### config.mk
export PLATFORM = sky130hd
export DESIGN_NAME = handshake_rx_fifo
export DESIGN_NICKNAME = d
export VERILOG_FILES = /design/src/rtl/handshake_rx_fifo.sv
export SDC_FILE = /design/constraint.sdc
export NUM_CORES = 1
export LEC_CHECK = 0
export BUFFER_PORTS_ARGS = -buffer_cell sky130_fd_sc_hd__buf_2
export CORE_MARGIN = 2
export CORE_UTILIZATION = 54
export DETAILED_ROUTE_END_ITERATION = 16
export PLACE_DENSITY = 0.8
export SLEW_MARGIN = 20
export SYNTH_ARGS = -nofsm -noshare
export SYNTH_HDL_FRONTEND = slang
export SYNTH_SLANG_ARGS = --single-unit
### constraint.sdc
create_clock -name clk -period 2.9 [get_ports clk]
set_input_delay 0.725 -clock clk [delete_from_list [all_inputs] [get_ports clk]]
set_output_delay 0.725 -clock clk [all_outputs]
set_load 0.005 [all_outputs]
### src/rtl/handshake_rx_fifo.sv
// rtl/handshake_rx_fifo.sv - valid/ready receive FIFO with local accept gate and beat counter
module handshake_rx_fifo #(
    parameter int DATA_W = 8,
    parameter int DEPTH  = 4,
    parameter int AW     = 2
) (
    input  logic              clk,
    input  logic              rst,
    input  logic              accept_en,
    input  logic              s_valid,
    input  logic [DATA_W-1:0] s_data,
    output logic              s_ready,
    output logic              m_valid,
    output logic [DATA_W-1:0] m_data,
    input  logic              m_ready,
    output logic [AW:0]       level,
    output logic [15:0]       beat_cnt
);

    localparam logic [AW:0] FULL_LVL = (AW+1)'(DEPTH);

    logic [DATA_W-1:0] mem [DEPTH];
    logic [AW-1:0]     wr_ptr;
    logic [AW-1:0]     rd_ptr;
    logic              push;
    logic              pop;

    // s_ready depends only on registered level, so a same-cycle pop never opens a full FIFO
    assign s_ready = !rst && accept_en && (level < FULL_LVL);
    assign m_valid = (level != '0);
    assign m_data  = mem[rd_ptr];
    assign push    = s_valid && s_ready;
    assign pop     = m_valid && m_ready;

    always_ff @(posedge clk) begin
        if (push) begin
            mem[wr_ptr] <= s_data;
        end
    end

    always_ff @(posedge clk) begin
        if (rst) begin
            wr_ptr   <= '0;
            rd_ptr   <= '0;
            level    <= '0;
            beat_cnt <= '0;
        end else begin
            if (push) begin
                wr_ptr   <= wr_ptr + 1'b1;
                beat_cnt <= beat_cnt + 16'd1;
            end
            if (pop) begin
                rd_ptr <= rd_ptr + 1'b1;
            end
            case ({push, pop})
                2'b10:   level <= level + 1'b1;
                2'b01:   level <= level - 1'b1;
                default: level <= level;
            endcase
        end
    end

endmodule

==> flow_summary.toml, run 1 <==
[run_status]
outcome = "complete, no violations"

[cts]
htreeDepth = 3
post_cts_resized = 0
cts.sinks = 57
post_cts_buffers = 0
clock_path_buffers = 2
clk_pin_slew_ns = 0.06
cts_tree = "yes"
numCtsBuffers = 9
root_buffer = "clkbuf_8"
clock_latency_ns = 0.33
postCtsHoldBufs = 0

[global_routing]
grt_start_max_net_pins = 28
antenna_found_initial = 0
grt-ovfl-total = 0
grt_pass1_vias = 1398
track_usage = 0.1796
grt_pass1_wl_um = 6513

[min_path]
hp-class = "register to register"
hp-start = "beat_cnt[15]"

[final_layout]
drive_above_1_share = 0.3070
final_util = 0.6944
final_area_sq_mm = 0.002818
area_growth_pct = 21.27
num-nets-final = 243
antenna_cells = 0
fillers = 282

[critical_path]
worstPathCellList = "mux4_2 -> buf_2"
endpoint_kind = "primary output"
critPathKind = "register to primary output"
cp_max_fo = 8
path_buf_inv = 1
r2r-start = "level[2]"
cp_slowest_stage_delay_ns = 0.65
cp_data_required_time_ns = 2.17
cp_slowest_cell = "dfxtp_1"
cp-start-kind = "register"
cp_top_family = "flip-flops"
worst_ep_arrival_time_ns = 1.70

[yosys]
syn_inst = 175
ys_top_cells_by_area = "edfxtp_1 (41%), dfxtp_1 (22%), mux4_2 (7.8%), xnor2_1 (4.1%), nor2_1 (3.4%)"
ys_seq_area_frac = 0.6290
yosysUniqueCellTypes = 31
yosys.area.top_type = "edfxtp_1"
synth_ff_type = "edfxtp_1"
synth_edf_count = 32
synth_area_sq_mm = 0.002323
avgSynthCellArea_sq_um = 13.28
synth_top_area_frac = 0.4136
synth_warnings = 0
synth_seq_cells = 57
synth_fp_nets = 195
synthArstFlopShare = 0

[sta]
hold_violations = 0
fmax_mhz = 411.9
worst_pin_slew_ns = 0.5279
setup_viol = 0
slew_violations = 0
finalSetupTns_ns = 0
maxSlewHeadroom = 0.6476
hold-worst-slack_ns = 0.4654
rsz0062_at_grt = "false"
finClkSkew_ns = 0.01052
finalCriticalPeriod_ns = 2.428
finalCritPeriodShare = 0.8371

[pwr]
ir_drop_mv = 0.3003
power_density_mw_per_mm2 = 727.8
p_sw_frac = 0.2226
internal-power_w = 0.001594
finalPower_w = 0.002051
seqPwrFrac = 0.457
p_leak_nw = 1.054
power.share.clock = 0.421
switchingPower_w = 0.0004566
pwr-share-comb = 0.121

[placed_design]
dp_hpwl_um = 2666
dpl_cell_area_sq_mm = 0.002585
io_buffers = 41
routabilityCongestion = 0.7877

[floorplanning]
num_io_pins = 42
die_h_um = 69.60
start_util = 0.5726
num_rows = 23
die_area_sq_mm = 0.004843
coreArea_sq_mm = 0.004058
fp.dieW_um = 69.60

[drt]
dr.first_iter.drc_count = 99
via_per_inst = 5.320
drc = 0
ant_nets = 0
dr.pass1.iters = 4
wl_per_cell_um = 14.49
vias = 1479
drt_wl_total_um = 4027

[flow_run]
max_cap_violations = 0
[path summary, 6_finish.rpt]
path / endpoint / slack [ns] / cells past startpoint
worst max-delay path: m_data[7] / 0.47 / 2
worst min-delay path: beat_cnt[15] / 0.47 / 1
worst max register to register: level[2] / 0.91 / 8
worst min register to register: beat_cnt[15] / 0.47 / 1
[stage by stage]
step	setup slack (ns)	cells
after floorplan	0.3073	175
after CTS	0.4069	278
after global routing	0.3618	278
final	0.4723	278
after global placement	0.5744	262
after detailed placement	0.5214	262
[power groups by stage]
stage / clock network, W / registers (W) / logic, W
after detailed placement: 0 / 0.000959 / 0.000251
after CTS: 0.000873 / 0.000942 / 0.000252
after global routing: 0.000913 / 0.000946 / 0.000279
after global placement: 0 / 0.000955 / 0.000245
after floorplan: 0 / 0.000925 / 0.000194
final: 0.000864 / 0.000938 / 0.000249
[routing by layer]
metal,share of wire,GRT usage
met1,0.44,0.2242
met2,0.49,0.2703
met5,0,0
met3,0.051,0.06250
met4,0.010,0.1068
[state kept, by name (all words and copies together), names as in the netlist, named ones only]
| name | cells |
|---|---|
| mem | 32 |
| beat_cnt | 16 |
| level | 3 |
| rd_ptr | 2 |
| wr_ptr | 2 |
[placed cells by master (no fill, tap or decap), drive strengths merged, types with 2 or more instances in the layout]
master and instances:
clkbuf 9, mux2 2, buf 44, ha 6
nor3 2, nor4 6, or3 3, nor2b 2
and2 4, clkinv 4, nand2 9, nand4 5
nand3 7, inv 7, edfxtp 32, a21oi 5
xnor2 11, bufinv 3, mux4 8, nor2 21
o21ai 2, xor2 5, dfxtp 25
[layout make-up]
type | count | area, sq um | area share
clock inverters | 7 | 108.9 | 0.03863
multi-input cells | 104 | 807.0 | 0.2864
flip-flops and latches | 57 | 1461 | 0.5186
well taps | 50 | 62.56 | 0.02220
repair buffers | 44 | 227.7 | 0.08082
clock buffers | 9 | 123.9 | 0.04396
inverters | 7 | 26.28 | 0.009325
[kinds of logic (layout without fill, tap and decap cells)]
kind of cell    Yosys count  after routing  share of synthesized area
compound gates            8              8                    0.01885
mux                      11             11                    0.09154
xor+xnor                 16             16                    0.06031
fa+ha+maj                 7              7                    0.04093
simple gates             62             62                     0.1357
buf+inv                  14             67                    0.02369
flops                    57             57                     0.6290
[worst register-to-register path: cells and delay by family (launching register included)]
kind | cells | cell delay [ns]
buffers and inverters | 2 | 0.12
adders and majority gates | 2 | 0.54
and+or+nand+nor | 2 | 0.54
DFF | 1 | 0.43
xor gates and xnor gates | 1 | 0.16
AOI/OAI and AO/OA | 1 | 0.14
[Yosys cell counts, drive strengths merged, types with 3 or more instances]
master / n
edfxtp: 32
buf: 3
clkbuf: 4
dfxtp: 25
or3: 3
xnor2: 11
nand3: 7
xor2: 5
and2: 4
inv: 7
nand4: 5
ha: 6
mux4: 8
a21oi: 5
nor2: 21
nor4: 6
nand2: 9
No activity file was read; power rests on OpenSTA's default activity.
==> inputs of run 2 (changes only) <==
--- a/config.mk
+++ b/config.mk
@@ -7,9 +7,9 @@
 export LEC_CHECK = 0
 export BUFFER_PORTS_ARGS = -buffer_cell sky130_fd_sc_hd__buf_2
 export CORE_MARGIN = 2
-export CORE_UTILIZATION = 54
+export CORE_UTILIZATION = 49
 export DETAILED_ROUTE_END_ITERATION = 16
-export PLACE_DENSITY = 0.8
+export PLACE_DENSITY = 0.76
 export SLEW_MARGIN = 20
 export SYNTH_ARGS = -nofsm -noshare
 export SYNTH_HDL_FRONTEND = slang
==> constraint.sdc (replaced) <==
create_clock -name clk -period 2.23 [get_ports clk]
set_input_delay 0.5575 -clock clk [delete_from_list [all_inputs] [get_ports clk]]
set_output_delay 0.5575 -clock clk [all_outputs]
set_load 0.005 [all_outputs]
==> run 2 against run 1 <==
  * Total power grew 28%
  * Sequential power increased by 27%
  * Final cell count up 1.8%
  * Cell area rose by 0.27%
  * Count of clock-buffer cells in the layout rose by 3
  * Via count increased by 1.8%
  * Critical path depth up 1
  * Routed wire length rose by 3.9%
  * Combinational power is 55% higher
  * Core utilization fell by 8.8 points
  * Register-to-register slack got worse by 0.62 ns
  * Clock skew fell by 0.0018 ns
  * Critical path type unchanged
  * Largest cell class unchanged
  * Highest routed layer unchanged
==> flow_summary.toml, run 2 (synthesized netlist as in run 1, its figures left out) <==
[run_status]
outcome = "complete, no violations"

[pwr]
finalPower_w = 0.002615
power_density_mw_per_mm2 = 925.6
ir_drop_mv = 0.4962
p_leak_nw = 1.046

[cts]
root_buffer = "clkbuf_8"
cts.sinks = 57
numCtsBuffers = 9
htreeDepth = 3
clock_path_buffers = 2
clock_latency_ns = 0.33
cts_tree = "yes"
post_cts_buffers = 0
postCtsHoldBufs = 0
post_cts_resized = 0
clk_pin_slew_ns = 0.06

[min_path]
hp-class = "input port to register"

[placed_design]
routabilityCongestion = 0.7716
io_buffers = 41
dpl_worst_slack_ns = 0.09916
dp_hpwl_um = 2725

[global_routing]
grt_pass1_wl_um = 6506
grt_pass1_vias = 1399
grt-ovfl-total = 0
grt_start_max_net_pins = 28
antenna_found_initial = 0
track_usage = 0.1707

[floorplanning]
coreArea_sq_mm = 0.004661
die_h_um = 72.86
num_io_pins = 42
start_util = 0.4985
num_rows = 25
die_area_sq_mm = 0.005309
fp.dieW_um = 72.86

[sta]
finalCritPeriodShare = 0.9140
worst_pin_slew_ns = 0.4405
rsz0062_at_grt = "false"
finalCriticalPeriod_ns = 2.038
maxSlewHeadroom = 0.7036
slew_violations = 0
worst_slack_ns = 0.1919
finClkSkew_ns = 0.008739
finalSetupTns_ns = 0
fmax_mhz = 490.6
setup_viol = 0
hold_violations = 0

[drt]
dr.pass1.iters = 4
dr.first_iter.drc_count = 148
via_per_inst = 5.322
vias = 1506
drc = 0
ant_nets = 0
drt_wl_total_um = 4185
wl_per_cell_um = 14.79

[final_layout]
top_register = "mem"
drive_above_1_share = 0.3057
area_growth_pct = 21.59
num-nets-final = 244
layout_common_cells = "buf_2 (41), edfxtp_1 (32), dfxtp_1 (25)"
reg.largest.list = "mem x32, beat_cnt x16, level x3"
antenna_cells = 0
largest_reg_flops = 32
mostFrequentLayoutCell = "buf_2"

[critical_path]
worst_ep_arrival_time_ns = 1.48
cp_max_fo = 8
worstPathCellList = "buf_4 -> mux4_2 -> buf_2"
cp_data_required_time_ns = 1.67
cp_slowest_cell = "mux4_2"
critPathKind = "register to primary output"
endpoint_kind = "primary output"
cp_slowest_stage_delay_ns = 0.51
cp-start-kind = "register"

[flow_run]
max_cap_violations = 0
## run 2: report_power, final
part	internal [W]	switching, W
registers	0.00115	0.0000350
clock network	0.000653	0.000387
logic	0.000213	0.000174
## run 2: worst paths after layout
path	from	to	slack, ns	cells past startpoint
worst max-delay path	register	m_data[5]	0.19	3
worst min-delay path	s_data[1]	mem[0][1]	0.45	1
worst max register to register	level[2]	level[2]	0.29	8
worst min register to register	beat_cnt[15]	beat_cnt[15]	0.48	1
## run 2: final cells by class
class,count,area (sq um)
fillers,353,1836
clock inverters,4,67.56
well taps,54,67.56
inverters,7,26.28
repair buffers,45,235.2
clock buffers,12,145.1
multi-input cells,104,822.0
flip-flops and latches,57,1461
## run 2: through the flow
step                utilization  hold WS (ns)  cell area, sq um  std cells
finish                   0.6062        0.4466              2825        283
global placement         0.5605        0.4531              2613        267
global route             0.6062        0.4305              2825        283
floorplan                     -        0.4528              2347        175
detailed placement       0.5605        0.4622              2613        267
CTS                      0.6062        0.4344              2825        283
## run 2: layer usage
| metal | vias up | global-route usage | share of wire |
|---|---|---|---|
| li1 | 725 | - | - |
| met1 | 726 | 0.2068 | 0.45 |
| met2 | 46 | 0.2737 | 0.49 |
| met3 | 9 | 0.05525 | 0.050 |
| met4 | 0 | 0.08642 | 0.015 |
| met5 | - | 0 | 0 |
## run 2: critical path: cells and delay by family, from the launching register on
| kind | cells | cell delay (ns) |
|---|---|---|
| buf+inv | 2 | 0.34 |
| flops | 1 | 0.30 |
| mux | 1 | 0.51 |
==> inputs of run 3 (changes only) <==
--- a/config.mk
+++ b/config.mk
@@ -6,6 +6,7 @@
 export NUM_CORES = 1
 export LEC_CHECK = 0
 export BUFFER_PORTS_ARGS = -buffer_cell sky130_fd_sc_hd__buf_2
+export CORE_ASPECT_RATIO = 0.75
 export CORE_MARGIN = 2
 export CORE_UTILIZATION = 49
 export DETAILED_ROUTE_END_ITERATION = 16
==> run 3 against run 2 <==
  * Count of clock-buffer cells in the layout down 3
  * Largest power group unchanged
  * Sequential power about the same
  * Cell area shrank 1.3%
  * Combinational power is essentially flat
  * Clock power decreased by 22%
  * Via count down 2.4%
  * Final cell count up 1.1%
  * Fmax shrank 1.5%
  * Routed wire length fell by 5.0%
  * First-iteration DRC count is 59% lower
  * Critical path depth stayed put
  * Die area grew 0.11%
==> flow_summary.toml, run 3 (synthesized netlist as in run 1, its figures left out) <==
[pwr]
internal-power_w = 0.001762
ir_drop_mv = 0.4110
p_sw_frac = 0.2608
switchingPower_w = 0.0006217
power.share.clock = 0.339
pwr-share-comb = 0.162
seqPwrFrac = 0.499
power_density_mw_per_mm2 = 855.1
p_leak_nw = 1.014

[sta]
hold-worst-slack_ns = 0.4355
setup_viol = 0
finalCritPeriodShare = 0.9282
finClkSkew_ns = 0.009138
rsz0062_at_grt = "false"
fmax_mhz = 483.1
maxSlewHeadroom = 0.7089
finalSetupTns_ns = 0
finalCriticalPeriod_ns = 2.070
hold_violations = 0
slew_violations = 0
worst_pin_slew_ns = 0.4327

[global_routing]
grt_pass1_vias = 1337
track_usage = 0.1625
grt-ovfl-total = 0
grt_start_max_net_pins = 28
grt_pass1_wl_um = 6430
antenna_found_initial = 0

[final_layout]
fillers = 376
mostFrequentLayoutCell = "buf_2"
drive_above_1_share = 0.3231
area_growth_pct = 19.98
layout_common_cells = "buf_2 (41), edfxtp_1 (32), dfxtp_1 (25)"
num-nets-final = 244
top_register = "mem"
reg.largest.list = "mem x32, beat_cnt x16, level x3"
antenna_cells = 0
largest_reg_flops = 32

[cts]
post_cts_buffers = 0
clk_pin_slew_ns = 0.07
htreeDepth = 3
clock_latency_ns = 0.33
clock_path_buffers = 2
post_cts_resized = 0
cts.sinks = 57
postCtsHoldBufs = 0
numCtsBuffers = 9
root_buffer = "clkbuf_8"
cts_tree = "yes"

[run_status]
outcome = "complete, no violations"

[floorplanning]
die_h_um = 63.64
num_rows = 21
die_area_sq_mm = 0.005314
start_util = 0.5141
coreArea_sq_mm = 0.004519
fp.dieW_um = 83.52
num_io_pins = 42

[drt]
drc = 0
dr.first_iter.drc_count = 60
vias = 1470
wl_per_cell_um = 13.91
dr.pass1.iters = 4
via_per_inst = 5.140
ant_nets = 0
drt_wl_total_um = 3977

[placed_design]
routabilityCongestion = 0.7638
io_buffers = 41
dp_hpwl_um = 2723

[critical_path]
cp-start-kind = "register"
critPathKind = "register to primary output"
cp_max_fo = 8
worst_ep_arrival_time_ns = 1.51
cp_data_required_time_ns = 1.67
endpoint_kind = "primary output"

[flow_run]
max_cap_violations = 0

[min_path]
hp-class = "input port to register"
run 3: cell count changes in the layout (fill, tap and decap cells not counted), sizes merged:
cell and change:
clkbuf -3, bufinv -2, clkinvlp +5
run 3: worst max-delay path, cell delays in order, from the launching register on:
cell and delay, ns:
dfxtp_1 0.31, buf_4 0.20, mux4_2 0.53, buf_2 0.14
run 3: final timing paths:
path,startpoint,end,slack (ns),depth (start not counted)
setup reg to reg,level[2],level[2],0.26,8
hold reg to reg,beat_cnt[15],beat_cnt[15],0.47,1
hold / removal,s_data[1],mem[0][1],0.44,1
setup / recovery,register,m_data[2],0.16,3
run 3: per-stage QoR:
stage / util / cell area [sq um] / cells / power, W / setup slack [ns]
6_report: 0.6168 / 2788 / 286 / 0.002384 / 0.1602
5_1_grt: 0.6168 / 2788 / 286 / 0.002515 / 0.06479
4_1_cts: 0.6168 / 2788 / 286 / 0.002417 / 0.1196
3_5_place_dp: 0.5789 / 2616 / 270 / 0.001608 / 0.09387
3_3_place_gp: 0.5789 / 2616 / 270 / 0.001594 / 0.1445
2_1_floorplan: - / 2347 / 175 / 0.001472 / 0.01375
run 3: layout make-up:
type                    instances  area [sq um]  share of cell area
clock inverters                 7         47.55             0.01706
repair buffers                 45         235.2             0.08438
flip-flops and latches         57          1461              0.5242
well taps                      57         71.32             0.02558
clock buffers                   9         123.9             0.04443
multi-input cells             104         822.0              0.2949
inverters                       7         26.28            0.009426
run 3: routing by layer:
layer  vias to the layer above  part of all wire  global-route usage
met1                       690              0.47              0.2135
met5                         -                 0                   0
met4                         0            0.0068             0.04839
met3                         4             0.079             0.08781
met2                        51              0.45              0.2339
li1                        725                 -                   -
run 3: power groups by stage:
stage               sequential (W)  clock [W]  combinational [W]
finish                     0.00119   0.000808           0.000387
global route               0.00119   0.000889           0.000434
CTS                        0.00119   0.000831           0.000397
detailed placement         0.00121          0           0.000396
global placement           0.00121          0           0.000384
floorplan                  0.00120          0           0.000269
